### src/rtl/uart_tx_arbiter.sv
// rtl/uart_tx_arbiter.sv - round-robin arbiter sharing one UART transmitter among byte requesters
//
// Purpose:
//   NUM_REQ requesters each present a byte and hold req high until req_ack.
//   The arbiter grants one requester at a time in round-robin order, hands
//   the byte to the transmitter with a single-cycle tx_valid, waits for the
//   frame to finish (or for the watchdog to expire), acks the winner and
//   only re-arbitrates once the transmitter has gone fully idle.
//
// Ports:
//   clk          in   system clock, rising edge
//   rst_n        in   synchronous active-low reset
//   req          in   [NUM_REQ]    per-requester request level
//   req_data     in   [8*NUM_REQ]  byte for requester i on [8i+7:8i]
//   req_ack      out  [NUM_REQ]    one-cycle pulse to the served requester
//   grant_id     out  [GW]         current/last granted requester
//   busy         out  high in every state except IDLE
//   tx_data      out  [8]          byte to transmitter, registered at grant
//   tx_valid     out  one-cycle start pulse to transmitter
//   tx_active    in   transmitter is shifting a frame
//   tx_complete  in   transmitter frame done (2-cycle pulse)
//   timeout_err  out  one-cycle pulse when the watchdog aborts a frame

module uart_tx_arbiter #(
  parameter int NUM_REQ        = 4,
  parameter int CLOCKS_PER_BIT = 520,
  parameter int TIMEOUT_CYCLES = 12 * CLOCKS_PER_BIT,
  localparam int GW            = (NUM_REQ > 1) ? $clog2(NUM_REQ) : 1,
  localparam int WW            = $clog2(TIMEOUT_CYCLES + 1)
) (
  input  logic                 clk,
  input  logic                 rst_n,
  input  logic [NUM_REQ-1:0]   req,
  input  logic [8*NUM_REQ-1:0] req_data,
  output logic [NUM_REQ-1:0]   req_ack,
  output logic [GW-1:0]        grant_id,
  output logic                 busy,
  output logic [7:0]           tx_data,
  output logic                 tx_valid,
  input  logic                 tx_active,
  input  logic                 tx_complete,
  output logic                 timeout_err
);

  typedef enum logic [2:0] {
    S_SETTLE    = 3'd0,
    S_IDLE      = 3'd1,
    S_ISSUE     = 3'd2,
    S_WAIT_DONE = 3'd3,
    S_GAP       = 3'd4
  } state_t;

  localparam logic [WW-1:0] WD_MAX   = WW'(TIMEOUT_CYCLES);
  localparam logic [WW-1:0] WD_LIMIT = WW'(TIMEOUT_CYCLES - 1);

  state_t               state_q,     state_d;
  logic [GW-1:0]        grant_q,     grant_d;
  logic [GW-1:0]        last_q,      last_d;
  logic [7:0]           tx_data_q,   tx_data_d;
  logic                 tx_valid_q,  tx_valid_d;
  logic [NUM_REQ-1:0]   ack_q,       ack_d;
  logic                 tmo_q,       tmo_d;
  logic [WW-1:0]        wd_q,        wd_d;

  logic                 sel_found;
  logic [GW-1:0]        sel_id;
  logic [WW-1:0]        wd_inc;

  // Round-robin pick: scan upward starting just past the last served
  // requester, so the one served most recently is considered last.
  always_comb begin
    sel_found = 1'b0;
    sel_id    = '0;
    for (int off = 1; off <= NUM_REQ; off++) begin
      if (!sel_found && req[(int'(last_q) + off) % NUM_REQ]) begin
        sel_found = 1'b1;
        sel_id    = GW'((int'(last_q) + off) % NUM_REQ);
      end
    end
  end

  // Watchdog saturates so a stuck count can never wrap back under the limit.
  assign wd_inc = (wd_q == WD_MAX) ? wd_q : wd_q + 1'b1;

  always_comb begin
    state_d    = state_q;
    grant_d    = grant_q;
    last_d     = last_q;
    tx_data_d  = tx_data_q;
    tx_valid_d = 1'b0;
    ack_d      = '0;
    tmo_d      = 1'b0;
    wd_d       = wd_q;

    case (state_q)
      // The transmitter has no reset; wait out any frame left over from
      // before our reset, including its completion pulse.
      S_SETTLE: begin
        if (!tx_active && !tx_complete) state_d = S_IDLE;
      end

      S_IDLE: begin
        if (sel_found) begin
          grant_d    = sel_id;
          tx_data_d  = req_data[8*sel_id +: 8];
          tx_valid_d = 1'b1;
          wd_d       = '0;
          state_d    = S_ISSUE;
        end
      end

      // The issue cycle counts as the first watchdog cycle, so the abort
      // lands exactly TIMEOUT_CYCLES after tx_valid.
      S_ISSUE: begin
        wd_d    = wd_inc;
        state_d = S_WAIT_DONE;
      end

      S_WAIT_DONE: begin
        wd_d = wd_inc;
        if (tx_complete) begin
          ack_d[grant_q] = 1'b1;
          last_d         = grant_q;
          state_d        = S_GAP;
        end else if (wd_q >= WD_LIMIT) begin
          ack_d[grant_q] = 1'b1;
          tmo_d          = 1'b1;
          last_d         = grant_q;
          state_d        = S_GAP;
        end
      end

      // Let the second cycle of tx_complete and the transmitter's own
      // recovery pass before the next grant.
      S_GAP: begin
        if (!tx_complete && !tx_active) state_d = S_IDLE;
      end

      default: state_d = S_SETTLE;
    endcase
  end

  always_ff @(posedge clk) begin
    if (!rst_n) begin
      state_q    <= S_SETTLE;
      grant_q    <= '0;
      last_q     <= GW'(NUM_REQ - 1);
      tx_data_q  <= '0;
      tx_valid_q <= 1'b0;
      ack_q      <= '0;
      tmo_q      <= 1'b0;
      wd_q       <= '0;
    end else begin
      state_q    <= state_d;
      grant_q    <= grant_d;
      last_q     <= last_d;
      tx_data_q  <= tx_data_d;
      tx_valid_q <= tx_valid_d;
      ack_q      <= ack_d;
      tmo_q      <= tmo_d;
      wd_q       <= wd_d;
    end
  end

  assign req_ack     = ack_q;
  assign grant_id    = grant_q;
  assign busy        = (state_q != S_IDLE);
  assign tx_data     = tx_data_q;
  assign tx_valid    = tx_valid_q;
  assign timeout_err = tmo_q;

endmodule
### config.mk
export PLATFORM = sky130hd
export DESIGN_NAME = uart_tx_arbiter
export DESIGN_NICKNAME = d
export VERILOG_FILES = /design/src/rtl/uart_tx_arbiter.sv
export SDC_FILE = /design/constraint.sdc
export NUM_CORES = 1
export LEC_CHECK = 0
export CORE_MARGIN = 4
export CORE_UTILIZATION = 50
export CTS_CLUSTER_DIAMETER = 80
export DETAILED_ROUTE_END_ITERATION = 6
export DONT_BUFFER_PORTS = 1
export SYNTH_ARGS = -nofsm -noshare
export SYNTH_HDL_FRONTEND = slang
export SYNTH_SLANG_ARGS = --single-unit
### constraint.sdc
create_clock -name clk -period 4.4 [get_ports clk]
set_input_delay 0 -clock clk [delete_from_list [all_inputs] [get_ports clk]]
set_output_delay 0 -clock clk [all_outputs]
set_load 0.01 [all_outputs]
==> results of run 1 <==
cell families (layout without fill, tap and decap cells):
| group | Yosys count | in the layout | synth area share, % |
|---|---|---|---|
| flops | 34 | 34 | 37.8 |
| compound gates | 46 | 46 | 20.6 |
| simple gates | 83 | 83 | 23.7 |
| fa+ha+maj | 2 | 2 | 1.39 |
| xor+xnor | 2 | 2 | 0.972 |
| mux | 21 | 21 | 11.7 |
| buf+inv | 17 | 42 | 3.89 |
power groups by stage:
stage / registers (mW) / clock network, mW / logic, mW
detailed placement: 0.358 / 0 / 0.0976
global route: 0.354 / 0.206 / 0.143
finish: 0.352 / 0.182 / 0.128
CTS: 0.351 / 0.188 / 0.127
global placement: 0.358 / 0 / 0.0935
floorplan: 0.347 / 0 / 0.0911
worst max-delay path, cell delays in order, from the launching register on:
cell,delay [ns]
sky130_fd_sc_hd__dfxtp_1,0.39
sky130_fd_sc_hd__o21ai_0,0.15
sky130_fd_sc_hd__o21ai_2,0.83
sky130_fd_sc_hd__mux2i_1,0.30
sky130_fd_sc_hd__dlygate4sd3_1,0.60
sky130_fd_sc_hd__o221ai_1,0.13
sky130_fd_sc_hd__dlygate4sd3_1,0.57
metal layers:
layer | vias to the layer above | track usage, %
met2 | 46 | 36.6
li1 | 801 | -
met3 | 4 | 8.37
met5 | - | 0
met4 | 0 | 6.20
met1 | 758 | 22.6
cell type report:
class,instances,area share [%]
timing repair buffer,27,12.6
tap,46,2.68
clock inverter,1,0.233
sequential,34,31.6
clock buffer,7,2.56
inverter,7,1.22
multi-input combinational,154,49.1
registers in the layout, summed over array words and instances, names as in the netlist:
signal	flops
wd_q	13
tx_valid	1
req_ack	4
grant_id	2
last_q	2
tx_data	8
state_q	3
timeout_err	1
what timing repair did:
action                                 4_1_cts  5_1_grt
resized for setup                            0        0
hold buffers                                27        0
endpoints found under the hold margin       18        0
cell usage after synthesis (all sizes together), types with 2 or more instances:
| cell type | count |
|---|---|
| dfxtp | 34 |
| nand2 | 30 |
| mux2i | 21 |
| nor2 | 17 |
| a21oi | 13 |
| o221ai | 8 |
| inv | 7 |
| buf | 5 |
| clkbuf | 5 |
| nand2b | 5 |
| nand3 | 5 |
| o21ai | 5 |
| a31oi | 4 |
| and3 | 4 |
| nor4 | 4 |
| a41o | 3 |
| nand3b | 3 |
| nor2b | 3 |
| nor3 | 3 |
| a21o | 2 |
| a31o | 2 |
| ha | 2 |
| nand4 | 2 |
| o311ai | 2 |
| or4 | 2 |
| or4b | 2 |
| xnor2 | 2 |
worst paths after layout:
path / slack (ns) / cells past startpoint / startpoint / to
max: 1.32 / 6 / last_q[1]$_SDFFE_PN1P_ / tx_data[5]$_SDFFE_PN0P_
min: 0.08 / 3 / req[2] / grant_id[0]$_SDFFE_PN0P_
max reg2reg: 1.32 / 6 / last_q[1]$_SDFFE_PN1P_ / tx_data[5]$_SDFFE_PN0P_
min reg2reg: 0.50 / 2 / wd_q[6]$_SDFFE_PN0P_ / wd_q[6]$_SDFFE_PN0P_
==> results.md, run 1 <==
Timing:
- The relative slew slack is a little under 30%.
- Setup repair after global routing left no endpoint under its margin.
- Summed over all failing endpoints, the final setup total negative slack is 0 ns.
- The tightest hold path in the finished design has a slack of 0.0821 ns.
- Between clock sinks in the finished design, the worst skew comes to 0.00810 ns.
- The final hold violation count is 0.
- The slack of the critical path is 1.32 ns.
- The maximum clock frequency is 324 MHz.
- The shortest clock period the worst path allows after layout is approximately 3 ns.
- The portion of the clock cycle consumed by the worst path in the final layout is between 70% and 80%.
- The actual slew at the worst max-slew pin is approximately 1.1 ns.
- The max-slew violation total from the final report came to 0.
- Setup violations remaining at the end of the flow were counted as 0.

Global routing:
- The first global-routing pass estimated between 7000 and 8000 µm of wire.
- The pin count of the biggest net entering global routing is 19.
- The number of antenna violations at the first check in global routing is 0.
- Global routing finished with a remaining overflow of 0.
- The via count of the first global-routing pass is between 1.5k and 2k.
- Global routing consumed, over all layers together, 20.7% of the routing resources.

Finish:
- Counting the fill cells in the layout gives 315.
- With fillers left out, the area of the finished cells amounts to 2150 µm².
- Summing all flip-flop and latch instances after layout gives around 680 µm².
- The antenna diode count is 0.
- The area of the multi-input gates is approximately 1100 µm².
- The share of the core filled with cells in the final layout is 63.0%.
- Leaving out fill and tap cells, the most frequent cells in the layout are sky130_fd_sc_hd__dfxtp_1, sky130_fd_sc_hd__nand2_1, sky130_fd_sc_hd__dlygate4sd3_1.
- The area growth from synthesis to layout is 19.3%.
- The number of nets in the final layout is roughly 270.
- Once layout is complete, the cells apart from fillers number 276.
- Cells with a size suffix above 1 make up a little under a tenth of the layout.
- The most frequent standard cell in the layout excluding fill and tap cells is sky130_fd_sc_hd__dfxtp_1.

Floorplanning:
- The starting utilization of the core area is 52.8%.
- The I/O pin count is 57.
- The height of the die is 68.1 µm.
- The overall die area is 4630 µm².
- The core box area is between 3000 and 4000 µm².
- The width of the die is 68.1 µm.
- After floorplanning, the core was divided into 21 placement rows.

Power:
- Cell internal power was estimated by the tool at 0.467 mW.
- The share of total power in the clock network is 27.5%.
- Net switching is 29.5% of the power.
- The largest vdd supply drop is 168 µV.
- The power density relative to cell area is 308 nW/µm².
- The leakage power is between 0.9 and 1 nW.
- Summed over all nets, the switching power comes to 0.195 mW.
- Per report_power, the sequential group accounts for 53.1% of the total.
- In this run, the combinational gates consume between 10% and 20% of the power.
- The total power draw is 0.662 mW.

Route:
- Using the TritonRoute via totals, the vias-per-cell ratio works out to ~5.8.
- The DRC marker count from the first detailed-route iteration is 108.
- The final layout contains routed wiring with a total length of 4430 µm.
- The first TritonRoute pass finished after 4 iterations.
- The detailed-route wire length per cell is 16.0 µm.
- The number of nets with antenna violations after detailed routing is 0.
- The amount of wire on met2 after detailed routing is 2310 µm.
- The vias after detailed routing is 1609.
- The number of remaining DRC errors is 0.
- The routed metal-1 wire length is 1840 µm.
- The met3 wire length is 232 µm.
- The highest metal layer carrying signal wires in the routed design is met4.

Logic synthesis:
- Of all cell types, the one taking the most synthesized area is sky130_fd_sc_hd__dfxtp_1.
- After synthesis the netlist holds a flip-flop and latch count of 34.
- The synthesized design contains 0 enable-type register cells.
- The sequential cell area fraction in the yosys report is between 30% and 40%.
- For this run, the number of Yosys warnings is 0.
- The synthesized netlist occupies a cell area of ~1800 µm².
- The top cell type by area accounts for 37.8% of the synthesized area.
- In the post-synthesis netlist, the biggest area contributors are sky130_fd_sc_hd__dfxtp_1, sky130_fd_sc_hd__mux2i_1, sky130_fd_sc_hd__nand2_1.
- In the synthesized netlist the async set-or-reset flop fraction comes to 0%.
- In this run the mean area of a mapped cell was 8.80 µm².
- The number of nets handed over by synthesis was between 200 and 250.
- Counting every instance in the synthesized netlist gives ~200.
- For this run, the leading register cell type out of synthesis is sky130_fd_sc_hd__dfxtp_1.
- The unique cell type count in the Yosys netlist is 42.

Placement:
- In this run, placement finished with an instance count of 241.
- Prior to clock tree synthesis, the placed netlist has a worst setup slack of 2.33 ns.
- The port buffer count is 0.
- The congestion estimate from routability-driven global placement came to 0.876.
- The estimated wirelength of the detail-placed design is ~2900 µm.
- The area of placed instances is roughly 1800 µm².

CTS:
- Counting every sink on the clock net gives 34.
- The maximum buffer depth of the clock tree is 2.
- In this run, CTS created clock tree buffers numbering 5.
- The cell sitting at the root of the clock tree is a sky130_fd_sc_hd__clkbuf_4.
- The number of setup buffers added after CTS is 0.
- The clock latency on the worst-skew pair is 0.33 ns.
- Clock-pin slew was measured on the worst setup and hold paths at 0.10 ns.
- The H-tree was split into 2 levels.
- TritonCTS built the clock tree.

Setup path:
- The type of the setup path with the least slack is flip-flop to flip-flop.
- At the worst endpoint, the required time is 4.63 ns.
- Of all nets on the critical path, the largest fanout is 17.
- The element type at the critical path end is a flip-flop.
- STA puts the critical path data arrival time at 3.31 ns.
- STA classifies the critical path startpoint as a flip-flop.

Status:
- The flow ran to the end, and the final reports show no timing, DRC or antenna violations.

Flow run:
- The max-capacitance violation count is 0.

Hold path:
- The kind of path behind the tightest hold check is input pin to flip-flop.
(Power assumes the default switching activity.)
==> run 2: changes to the inputs <==
clock period = 3.2 ns   (was 4.4 ns; I/O delays follow)
==> results.md, run 2 (synthesized netlist as in run 1, its figures left out) <==
Power:
- The largest vdd supply drop is 288 µV (was 168 µV).
- The power spent charging and discharging nets came to 0.272 mW (was 0.195 mW).
- The power density relative to cell area was 424 nW/µm² (was 308 nW/µm²).
- The switching part of the total power is 29.8% (was 29.5%).
- The combinational fraction of design power came to 19.8% (was 19.3%).
- The share of total power in the clock network was 27.3% (was 27.5%).
- The leakage power came to 0.909 nW (was 0.908 nW).
- The cell-internal power is 0.642 mW (was 0.467 mW).
- The sequential share of power is 53.0% (was 53.1%).

Setup path:
- The data required time of the worst path is 3.42 ns (was 4.63 ns).
- The logic depth of the worst register-to-register path is 6 (unchanged).
- The type of the setup path with the least slack was flip-flop to flip-flop (unchanged).
- The combined buffer and inverter count along the critical path is 2 (unchanged).
- The slowest cell on the critical path is sky130_fd_sc_hd__dlygate4sd3_1 (was sky130_fd_sc_hd__o21ai_2).
- The worst stage delay on the critical path came to 0.62 ns (was 0.83 ns).
- The data arrival at the endpoint of the critical path is 3.15 ns (was 3.31 ns).
- Crit path cell chain: o21ai_0, o21ai_4, mux2i_1, dlygate4sd3_1, o221ai_1, dlygate4sd3_1 (was o21ai_0, o21ai_2, mux2i_1, dlygate4sd3_1, o221ai_1, dlygate4sd3_1).
- The critical path depth in cells came to 6 (unchanged).
- The element type at the critical path end is a flip-flop (unchanged).
- The highest net fanout along the worst path is 17 (unchanged).
- The most numerous cell on the critical path was sky130_fd_sc_hd__dlygate4sd3_1 (unchanged).
- The startpoint kind of the worst setup timing path is a flip-flop (unchanged).
- The top cell family by delay on the critical path is buffers and inverters (unchanged).

Finish:
- The number of nets in the final layout is 271 (unchanged).
- Commonest cells after routing, fill and taps aside: sky130_fd_sc_hd__dfxtp_1, sky130_fd_sc_hd__nand2_1, sky130_fd_sc_hd__dlygate4sd3_1 (unchanged).
- The area growth from synthesis to layout came to 19.7% (was 19.3%).
- The count of filler cells inserted in the layout came to 298 (was 315).
- The flip-flop count of the largest register, all copies and words added is 13 (unchanged).
- The antenna diode count is 0 (unchanged).
- The most frequent standard cell in the layout excluding fill and tap cells is sky130_fd_sc_hd__dfxtp_1 (unchanged).
- The final instance count without filler cells was 276 (unchanged).
- The register with the most flip-flops is wd_q (unchanged).
- The fraction of layout cells with a size suffix above 1 is 9.13% (unchanged).

Route:
- The wire length reported by the detailed router is 4570 µm (was 4430 µm).
- The detailed-route wire length per cell is 16.6 µm (was 16.0 µm).
- The DRC marker count from the first detailed-route iteration is 116 (was 108).
- The number of search-and-repair iterations in the first detailed-routing pass is 4 (unchanged).
- The vias after detailed routing is 1613 (was 1609).
- The number of nets with antenna violations after detailed routing is 0 (unchanged).
- The number of remaining DRC errors was 0 (unchanged).
- The routed via count divided by cell count is 5.84 (was 5.83).

Timing:
- RSZ-0062 raised after global routing: false (unchanged).
- The worst hold margin was 0.0636 ns (was 0.0821 ns).
- The final hold violation count was 0 (unchanged).
- The shortest clock period the worst path allows after layout is 2.93 ns (was 3.08 ns).
- The relative slew slack is 42.8% (was 29.7%).
- The max-slew violation total from the final report is 0 (unchanged).
- The maximum clock frequency is 342 MHz (was 324 MHz).
- The actual slew at the worst max-slew pin is 0.858 ns (was 1.05 ns).
- The count of endpoints failing setup in the final report is 0 (unchanged).
- The portion of the clock cycle consumed by the worst path in the final layout is 91.5% (was 70.1%).
- The final setup TNS came to 0 ns (unchanged).
- The final clock skew is 0.0116 ns (was 0.00810 ns).

CTS:
- The H-tree depth was 2 (unchanged).
- The TritonCTS clock tree is yes (unchanged).
- The clock latency on the worst-skew pair is 0.34 ns (was 0.33 ns).
- The maximum buffer depth of the clock tree is 2 (unchanged).
- The clock buffer count from CTS was 5 (unchanged).
- The clock sink count is 34 (unchanged).
- The root buffer selected by CTS was sky130_fd_sc_hd__clkbuf_4 (unchanged).
- The clock-pin slew on the worst setup and hold paths is 0.10 ns (about the same).

Global routing:
- The number of antenna violations at the first check in global routing is 0 (unchanged).
- The via count of the first global-routing pass is 1620 (was 1621).
- The global router's overall resource usage was 21.8% (was 20.7%).
- The remaining global-route overflow is 0 (unchanged).
- The pin count of the biggest net entering global routing was 19 (unchanged).
- The wire length of the first global-routing pass is 7490 µm (was 7170 µm).

Floorplanning:
- The core box area is 3420 µm² (unchanged).
- The number of rows created at floorplan was 21 (unchanged).
- The I/O pin count is 57 (unchanged).
- The width of the die was 68.1 µm (unchanged).
- The starting utilization of the core area is 52.8% (unchanged).
- The height of the die was 68.1 µm (unchanged).
- The overall die area was 4630 µm² (unchanged).

Placement:
- The instance count after placement with tap cells included was 241 (unchanged).
- The estimated wirelength of the detail-placed design came to 2950 µm (was 2930 µm).
- The routability congestion estimate came to 0.878 (was 0.876).
- The port buffer count came to 0 (unchanged).

Hold path:
- The worst hold path stage count is 2 (was 3).
- The kind of path behind the tightest hold check is input pin to flip-flop (unchanged).

Flow run:
- The max-capacitance violation count is 0 (unchanged).

Status:
- Result of the run: completed (unchanged).
run 2: cell counts in the layout (fill, tap and decap cells not counted):
No cell type changed its count.
run 2: path summary, 6_finish.rpt:
kind / startpoint / end / slack [ns]
worst max register to register: last_q[1]$_SDFFE_PN1P_ / tx_data[5]$_SDFFE_PN0P_ / 0.27
worst max-delay path: last_q[1]$_SDFFE_PN1P_ / tx_data[5]$_SDFFE_PN0P_ / 0.27
worst min register to register: wd_q[6]$_SDFFE_PN0P_ / wd_q[6]$_SDFFE_PN0P_ / 0.49
worst min-delay path: tx_complete / req_ack[3]$_SDFF_PN0_ / 0.06
run 2: worst reg2reg max path: cells and delay by family (launching register included):
kind	cells	cell delay, ns
buffers and inverters	2	1.22
AO/OA/AOI/OAI	3	0.92
flip-flops	1	0.39
multiplexers	1	0.30
run 2: power groups by stage:
stage          Combinational [mW]  Clock [mW]  Sequential, mW
3_3_place_gp                0.129           0           0.492
2_1_floorplan               0.125           0           0.478
5_1_grt                     0.198       0.282           0.487
6_report                    0.181       0.249           0.484
4_1_cts                     0.174       0.258           0.483
3_5_place_dp                0.135           0           0.493
run 2: final cells by class:
cell class	count	area (µm²)	share of cell area, %
multi-input combinational	154	1060	49.3
sequential	34	681	31.5
timing repair buffer	27	270	12.5
tap	46	57.6	2.67
clock buffer	7	55.1	2.55
inverter	7	26.3	1.22
clock inverter	1	5.00	0.232
run 2: stage by stage:
stage / total power, mW / utilization [%] / worst slack, ns / instance area [µm²]
final: 0.914 / 63.2 / 0.272 / 2160
after global routing: 0.968 / 63.2 / 0.199 / 2160
after CTS: 0.916 / 63.0 / 0.226 / 2150
after floorplan: 0.603 / - / 1.34 / 1800
after global placement: 0.620 / 53.3 / 1.21 / 1820
after detailed placement: 0.627 / 53.3 / 1.14 / 1820
run 2: timing repair:
item | 4_1_cts | 5_1_grt
gates resized for setup | 0 | 1
hold buffers | 27 | 0
endpoints found under the setup margin | 0 | 3
hold endpoints to repair | 18 | 0
buffers inserted | 0 | 0
run 2: layer usage:
metal  track usage [%]  share of wire (%)  routed length [µm]  up-vias
met4              5.96                1.9                  88        0
li1                  -                  -                   -      795
met5                 0                  0                   0        -
met3              8.05                4.9                 223       12
met1              25.2                 43                1960      757
met2              37.5                 50                2300       49
